$ cat src/rtl/counter_pkg.sv
// Shared types and helpers for the counter and its PWM stage.
// No logic: state encoding and period arithmetic only.
package counter_pkg;

    typedef enum logic [1:0] {
        PWM_IDLE  = 2'd0,
        PWM_RUN   = 2'd1,
        PWM_DRAIN = 2'd2
    } pwm_state_e;

    function automatic int pwm_period(input int from, input int to);
        return to - from + 1;
    endfunction

endpackage

$ cat src/rtl/counter_pwm_duty_reg.sv
// Duty shadow/active registers with valid/ready intake; active changes only at idle or period wrap.
// Latency: one cycle into active (idle/wrap) or shadow; ready drops while a shadow update is pending.
module counter_pwm_duty_reg #(
    parameter int DUTY_WIDTH = 3,
    parameter int DUTY_RESET = 0
) (
    input  logic                  clk,
    input  logic                  rst,
    input  logic [DUTY_WIDTH-1:0] i_duty_data,
    input  logic                  i_duty_valid,
    input  logic                  i_wrap,
    input  logic                  i_idle,
    output logic                  o_duty_ready,
    output logic [DUTY_WIDTH-1:0] o_duty_active
);

    logic [DUTY_WIDTH-1:0] r_active;
    logic [DUTY_WIDTH-1:0] r_shadow;
    logic                  r_pending;
    logic                  w_accept;

    assign w_accept      = i_duty_valid && !r_pending;
    assign o_duty_ready  = !r_pending;
    assign o_duty_active = r_active;

    always_ff @(posedge clk) begin
        if (rst) begin
            r_active  <= DUTY_WIDTH'(DUTY_RESET);
            r_shadow  <= DUTY_WIDTH'(DUTY_RESET);
            r_pending <= 1'b0;
        end else if (i_idle) begin
            if (w_accept) begin
                r_active <= i_duty_data;
            end
            r_pending <= 1'b0;
        end else if (i_wrap) begin
            // Period boundary: a parked value wins; ready is low then, so no same-cycle accept.
            if (r_pending) begin
                r_active <= r_shadow;
            end else if (w_accept) begin
                r_active <= i_duty_data;
            end
            r_pending <= 1'b0;
        end else if (w_accept) begin
            r_shadow  <= i_duty_data;
            r_pending <= 1'b1;
        end
    end

endmodule

$ cat src/rtl/counter_pwm.sv
// PWM stage driving a paired counter's enable; one PWM period per COUNT_FROM..COUNT_TO sweep.
// Output latency one cycle from count_in; duty updates back-pressure until the next period boundary.
module counter_pwm
    import counter_pkg::*;
#(
    parameter int COUNT_WIDTH = 3,
    parameter int COUNT_FROM  = 2,
    parameter int COUNT_TO    = 5,
    parameter int DUTY_WIDTH  = $clog2(COUNT_TO - COUNT_FROM + 2),
    parameter int DUTY_RESET  = 0,
    parameter bit PWM_POL     = 1'b1
) (
    input  logic                   clk,
    input  logic                   rst,
    input  logic [COUNT_WIDTH-1:0] count_in,
    output logic                   cnt_en,
    input  logic                   start,
    input  logic                   stop,
    input  logic [DUTY_WIDTH-1:0]  duty_data,
    input  logic                   duty_valid,
    output logic                   duty_ready,
    output logic                   pwm_out,
    output logic                   period_done,
    output logic                   busy
);

    localparam int PERIOD = pwm_period(COUNT_FROM, COUNT_TO);
    localparam int OW     = (COUNT_WIDTH + 1 > DUTY_WIDTH) ? COUNT_WIDTH + 1 : DUTY_WIDTH;

    if (COUNT_TO <= COUNT_FROM) begin : g_bad_range
        $fatal(1, "counter_pwm: COUNT_TO must exceed COUNT_FROM");
    end

    pwm_state_e              r_state;
    logic                    r_pwm;
    logic                    r_period_done;
    logic                    w_active;
    logic                    w_wrap;
    logic                    w_on;
    logic [COUNT_WIDTH:0]    w_offset;
    logic [DUTY_WIDTH-1:0]   w_duty_active;
    logic [DUTY_WIDTH-1:0]   w_dcl;

    assign w_active    = (r_state != PWM_IDLE);
    assign cnt_en      = w_active;
    assign busy        = w_active;
    assign pwm_out     = r_pwm;
    assign period_done = r_period_done;
    assign w_wrap      = w_active && (count_in == COUNT_WIDTH'(COUNT_TO));

    // One extra bit keeps a below-range count negative rather than wrapping into the on-window.
    assign w_offset = {1'b0, count_in} - (COUNT_WIDTH + 1)'(COUNT_FROM);
    assign w_dcl    = (w_duty_active > DUTY_WIDTH'(PERIOD)) ? DUTY_WIDTH'(PERIOD) : w_duty_active;
    assign w_on     = w_active && !w_offset[COUNT_WIDTH] && (OW'(w_offset) < OW'(w_dcl));

    counter_pwm_duty_reg #(
        .DUTY_WIDTH (DUTY_WIDTH),
        .DUTY_RESET (DUTY_RESET)
    ) u_duty_reg (
        .clk           (clk),
        .rst           (rst),
        .i_duty_data   (duty_data),
        .i_duty_valid  (duty_valid),
        .i_wrap        (w_wrap),
        .i_idle        (!w_active),
        .o_duty_ready  (duty_ready),
        .o_duty_active (w_duty_active)
    );

    always_ff @(posedge clk) begin
        if (rst) begin
            r_state       <= PWM_IDLE;
            r_pwm         <= !PWM_POL;
            r_period_done <= 1'b0;
        end else begin
            r_pwm         <= PWM_POL ^ !w_on;
            r_period_done <= w_wrap;
            unique case (r_state)
                PWM_IDLE: begin
                    if (start && !stop) begin
                        r_state <= PWM_RUN;
                    end
                end
                PWM_RUN: begin
                    if (stop) begin
                        r_state <= PWM_DRAIN;
                    end
                end
                PWM_DRAIN: begin
                    // The counter steps back to COUNT_FROM on this wrap edge and then parks.
                    if (w_wrap) begin
                        r_state <= PWM_IDLE;
                    end else if (start && !stop) begin
                        r_state <= PWM_RUN;
                    end
                end
                default: begin
                    r_state <= PWM_IDLE;
                end
            endcase
        end
    end

endmodule

$ cat config.mk
export PLATFORM = sky130hd
export DESIGN_NAME = counter_pwm
export DESIGN_NICKNAME = d
export VERILOG_FILES = /design/src/rtl/counter_pkg.sv /design/src/rtl/counter_pwm_duty_reg.sv /design/src/rtl/counter_pwm.sv
export SDC_FILE = /design/constraint.sdc
export NUM_CORES = 1
export LEC_CHECK = 0
export CORE_MARGIN = 2
export CORE_UTILIZATION = 45
export DETAILED_ROUTE_END_ITERATION = 16
export GPL_TIMING_DRIVEN = 0
export HOLD_SLACK_MARGIN = 0.03
export PLACE_DENSITY = 0.85
export SLEW_MARGIN = 20
export SYNTH_ARGS = -nofsm -noshare
export SYNTH_HDL_FRONTEND = slang
export SYNTH_SLANG_ARGS = --single-unit
export TNS_END_PERCENT = 1
$ cat constraint.sdc
create_clock -name clk -period 1.9 [get_ports clk]
set_clock_uncertainty 0.05 [all_clocks]
set_input_delay 0.38 -clock clk [delete_from_list [all_inputs] [get_ports clk]]
set_output_delay 0.38 -clock clk [all_outputs]
set_load 0.01 [all_outputs]
Word level (Yosys, flattened, before mapping)
Cells that the tools add are included.
Widths: inputs -> output; s select.
{"block": "totals", "out_inout_bits": 5, "wordCells": 37, "reg_bits": 11, "input_bits": 11}
{"block": "classes", "addsub": 1, "eq_ne": 5, "n_lt_le_gt_ge": 2, "n_reduce_logical": 12, "muxes": 9, "n_bitwise": 2}
{"operator": "$mux 3", "n": 5}
{"operator": "$mux 2", "n": 3}
{"operator": "$pmux 2 s3", "n": 1}
{"operator": "$logic_and 1x1->1", "n": 5}
{"operator": "$lt 4x3->1", "n": 1}
{"operator": "$sub 3x2->4 const B", "n": 1}
{"operator": "$eq 3x3->1 const B", "n": 1}
{"operator": "$gt 3x3->1 const B", "n": 1}
{"operator": "$logic_not 1->1", "n": 3}
{"operator": "$reduce_and 3->1", "n": 1}
{"operator": "$reduce_or 3->1", "n": 1}
{"operator": "$eq 2x1->1 const B", "n": 1}
{"operator": "$eq 2x2->1 const B", "n": 1}
{"operator": "$logic_not 2->1", "n": 1}
{"operator": "$ne 2x1->1 const B", "n": 1}
{"operator": "$ne 2x2->1 const B", "n": 1}
{"operator": "$not 1->1", "n": 2}
{"operator": "$reduce_bool 2->1", "n": 1}

Depth between registers and ports, before layout
{"block": "depth", "word_depth": 6, "ltp_mapped": 6}

Modules after synthesis
A second synthesis with hierarchy kept.
{"block": "unflattened", "hier_cells": 69, "hier_area_um2": 653.1}
{"mod": "counter_pwm_duty_reg", "seq_area_each_um2": 140.1, "n_inst": 1, "cells_per_inst": 40, "area_each_um2": 375.4}
{"mod": "counter_pwm", "seq_area_each_um2": 80.1, "n_inst": 1, "cells_per_inst": 29, "area_each_um2": 277.8}

Least setup slack after synthesis
Ideal clock, no wire load.
{"block": "synth_timing", "path_kind": "input -> register", "start": "input port count_in[1]", "end": "register r_pwm (netlist: pwm_out)", "cell_stages": 6, "required_ns": 1.780, "path_slack_ns": 0.334, "arrival_ns": 1.447, "cell_sequence": "inv_1 > ha_1 > inv_1 > ha_1 > or4_1 > a21oi_1"}
{"block": "synth_between", "elab_chain_len": 4}
{"item": "start: declaration", "line_no": "counter_pwm.sv:15", "rtl": "input logic [COUNT_WIDTH-1:0] count_in,"}
{"item": "$sub 3x2->4 (*)", "line_no": "counter_pwm.sv:52", "rtl": "assign w_offset = {1'b0, count_in} - (COUNT_WIDTH + 1)'(COUNT_FROM);"}
{"item": "parallel branches: the longest is 2 deep, another holds $lt 4x3->1"}
{"item": "$logic_and 1x1->1 (*)", "line_no": "counter_pwm.sv:54", "rtl": "assign w_on = w_active && !w_offset[COUNT_WIDTH] && (OW'(w_offset) < OW'(w_dcl));"}
{"item": "end signal: assignment", "line_no": "counter_pwm.sv:73", "rtl": "r_pwm <= !PWM_POL;"}
{"item": "end signal: assignment", "line_no": "counter_pwm.sv:76", "rtl": "r_pwm <= PWM_POL ^ !w_on;"}
{"item": "end: declaration", "line_no": "counter_pwm.sv:35", "rtl": "logic r_pwm;"}
Every way passes the cells marked *.
A chain may end at the register's enable or synchronous reset.

Final worst setup path
{"block": "layout_timing", "start": "register r_state[1]", "end": "output port busy"}
{"block": "layout_between", "elab_chain_len": 1}
{"item": "start: declaration", "line_no": "counter_pwm.sv:34", "rtl": "pwm_state_e r_state;"}
{"item": "start signal: assignment", "line_no": "counter_pwm.sv:72", "rtl": "r_state <= PWM_IDLE;"}
{"item": "start signal: assignment", "line_no": "counter_pwm.sv:81", "rtl": "r_state <= PWM_RUN;"}
{"item": "start signal: assignment", "line_no": "counter_pwm.sv:86", "rtl": "r_state <= PWM_DRAIN;"}
{"item": "$reduce_bool 2->1", "line_no": "counter_pwm.sv:44", "rtl": "assign w_active = (r_state != PWM_IDLE);"}
{"item": "end: declaration", "line_no": "counter_pwm.sv:24", "rtl": "output logic busy"}
No other way between the ends.

==> results.cfg <==
[run_status]
status = complete, no violations

[die]
ioPinCount = 16
core_area_um2 = 1320
die_height_um = 41.6
rows = 13
initial_utilization_pct = 48.3
die_w_um = 41.6
dieArea_um2 = 1730

[critical_path]
startpoint_type = register
path_delay_family = buffers and inverters
worstSetupPathType = reg -> out
r2r_cells = 4
cp_cell_sequence = nor2_4, inv_2, clkdlybuf4s50_1
arrival_ns = 1.38
crit_path_top_delay_cell = clkdlybuf4s50_1
path_buf_inv = 2
crit_required_ns = 1.47
critPathMaxFanout = 8
cp.depth = 3
critical_path.max_stage_delay_ns = 0.55
crit_path_end_kind = output pin

[power]
combPwrFrac_pct = 19.6
p_leak_nw = 0.367
ir_drop_uv = 432
clock_power_share_pct = 31.3
power_per_cell_area_nw_per_um2 = 613
internal_power_mw = 0.374
finalPower_mw = 0.505
netSwitchingFraction_pct = 26.0
switchingPower_mw = 0.131
p_seq_share_pct = 49.0

[synthesis]
synth_nets = 85
synth_cell_types = 33
synthFlopType = dfxtp_1
syn_inst = 71
ys_async_sr_fraction_pct = 0
synth_area_um2 = 637
synth-warning-count = 0
synth-edff-count = 0
ys_seq_area_share_pct = 34.6
synth.avg_cell_area_um2 = 8.97
ys_ff_latch = 11

[cells_and_area]
final_nets = 104
utilization_pct = 62.6
final_cell_area_um2 = 825
area_growth_pct = 29.5
diodes = 0
drive_gt1_share_pct = 18.0
nFillCells = 115
stdcell_count = 104

[placement]
placed_cells_incl_taps = 100
hpwl_um = 948
place_congestion = 0.776
placed_cell_area_um2 = 796
pre_cts_ws_ns = -0.323
port_buffers = 14

[global_route]
antenna_found_initial = 0
grt_max_degree = 10
grt_pass1_wl_um = 2190
overflow = 0
grt_pass1_vias = 543
track_usage_pct = 16.1

[timing]
drv_slew = 0
hold_viol = 0
fin_crit_sh_pct = 95.4
post-route-min-period_ns = 1.81
tightest_slew_ns = 0.440
maxSlewHeadroom_pct = 70.3
setup_violations = 0
setup_slack_ns = 0.0866
fmax_mhz = 551
rsz0062_at_grt = false

[clock_tree]
clkSlewWorstSetupHoldPaths_ns = 0.07
root_buffer = clkbuf_4
cts_buffer_depth = 2
numCtsBuffers = 3
cts_num_sinks = 11
cts_setup_buffers = 0
cts_tree = built
htree_levels = 1
worstSkewPairLatency_ns = 0.27

[route]
first_iter_violations = 10
postRouteWirelength_um = 1270
drc = 0
vias = 563
wl_per_cell_um = 12.2
viasPerCell = 5.41
first_pass_iters = 4
ant_nets = 0

[worst_hold_path]
worstHoldPathType = reg -> reg
min_path_cells = 2

[flow_run]
cap_violations = 0
-- timing repair --
item,4_1_cts,5_1_grt
gates resized for setup,7,0
setup endpoints to repair,3,0
hold buffers,0,0
-- state kept, by name (all words and copies together), names as in the netlist --
name	flops
u_duty_reg.r_pending	1
pwm_out	1
r_state	2
u_duty_reg.o_duty_active	3
u_duty_reg.r_shadow	3
period_done	1
-- stage by stage --
| stage | TNS, ns | hold slack (ns) |
|---|---|---|
| after floorplan | 0 | 0.384 |
| after global placement | -0.279 | 0.392 |
| after detailed placement | -0.323 | 0.401 |
| after CTS | 0 | 0.411 |
| after global routing | 0 | 0.430 |
| final | 0 | 0.406 |
-- layout make-up --
| type | count | area [µm²] | share of cell area (%) |
|---|---|---|---|
| timing repair buffer | 14 | 135 | 16.4 |
| clock buffer | 4 | 26.3 | 3.19 |
| buffer | 3 | 16.3 | 1.97 |
| multi-input combinational | 49 | 370 | 44.9 |
| sequential | 11 | 228 | 27.6 |
| inverter | 8 | 30.0 | 3.64 |
| tap | 15 | 18.8 | 2.28 |
-- cells in the mapped netlist (all sizes together) (2+ instances only) --
cell,n,area [µm²]
a21oi,2,10.0
buf,2,12.5
dfxtp,11,220
ha,3,37.5
inv,8,30.0
mux2i,5,50.1
nand2,7,26.3
nand3,2,10.0
nand3b,2,27.5
nor2,5,26.3
nor2b,2,12.5
o211ai,2,25.0
o21ai,4,20.0
-- metal layers --
layer	routed length [µm]	GRT usage, %
met1	588	19.0
met2	586	27.8
met3	77	4.35
met4	18	5.81
met5	0	0
-- kinds of logic (layout without fill, tap and decap cells) --
logic type	Yosys count	after routing	share of synthesized area, %
buf+inv	11	29	7.27
compound gates	14	14	17.5
fa+ha+maj	3	3	5.89
mux	5	5	7.86
flops	11	11	34.6
simple gates	27	27	26.9
-- worst reg2reg max path, stage by stage (launching register included) --
cell and delay, ns:
dfxtp_1 0.36, inv_1 0.07, ha_1 0.19, or4_1 0.50, a21oi_1 0.12
-- path summary, 6_finish.rpt --
kind | slack [ns] | startpoint | to
worst min register to register | 0.41 | u_duty_reg.r_shadow[0]$_SDFFE_PP0P_ | u_duty_reg.r_shadow[0]$_SDFFE_PP0P_
worst max register to register | 0.54 | u_duty_reg.o_duty_active[2]$_SDFFE_PP0P_ | pwm_out$_SDFF_PP0_
worst max-delay path | 0.09 | r_state[1]$_SDFFE_PP0P_ | busy
worst min-delay path | 0.41 | u_duty_reg.r_shadow[0]$_SDFFE_PP0P_ | u_duty_reg.r_shadow[0]$_SDFFE_PP0P_
-- power by group through the flow --
| stage | clock, mW | combinational [mW] | sequential (mW) |
|---|---|---|---|
| floorplan | 0 | 0.0581 | 0.253 |
| global placement | 0 | 0.0973 | 0.254 |
| detailed placement | 0 | 0.101 | 0.254 |
| CTS | 0.160 | 0.0997 | 0.248 |
| global route | 0.173 | 0.110 | 0.249 |
| finish | 0.158 | 0.0992 | 0.248 |
-- cells in the final DEF (no fill, tap or decap), types with 2 or more instances in the layout --
cell             count
clkdlybuf4s50_1     11
dfxtp_1              9
inv_1                7
nand2_1              7
mux2i_1              5
nor2_1               4
o21ai_0              4
ha_1                 3
clkbuf_4             3
clkbuf_1             2
nor2b_1              2
nand3_1              2
o211ai_2             2
a21oi_1              2
buf_4                2
dlygate4sd2_1        2
dfxtp_4              2
(Power assumes the default switching activity.)
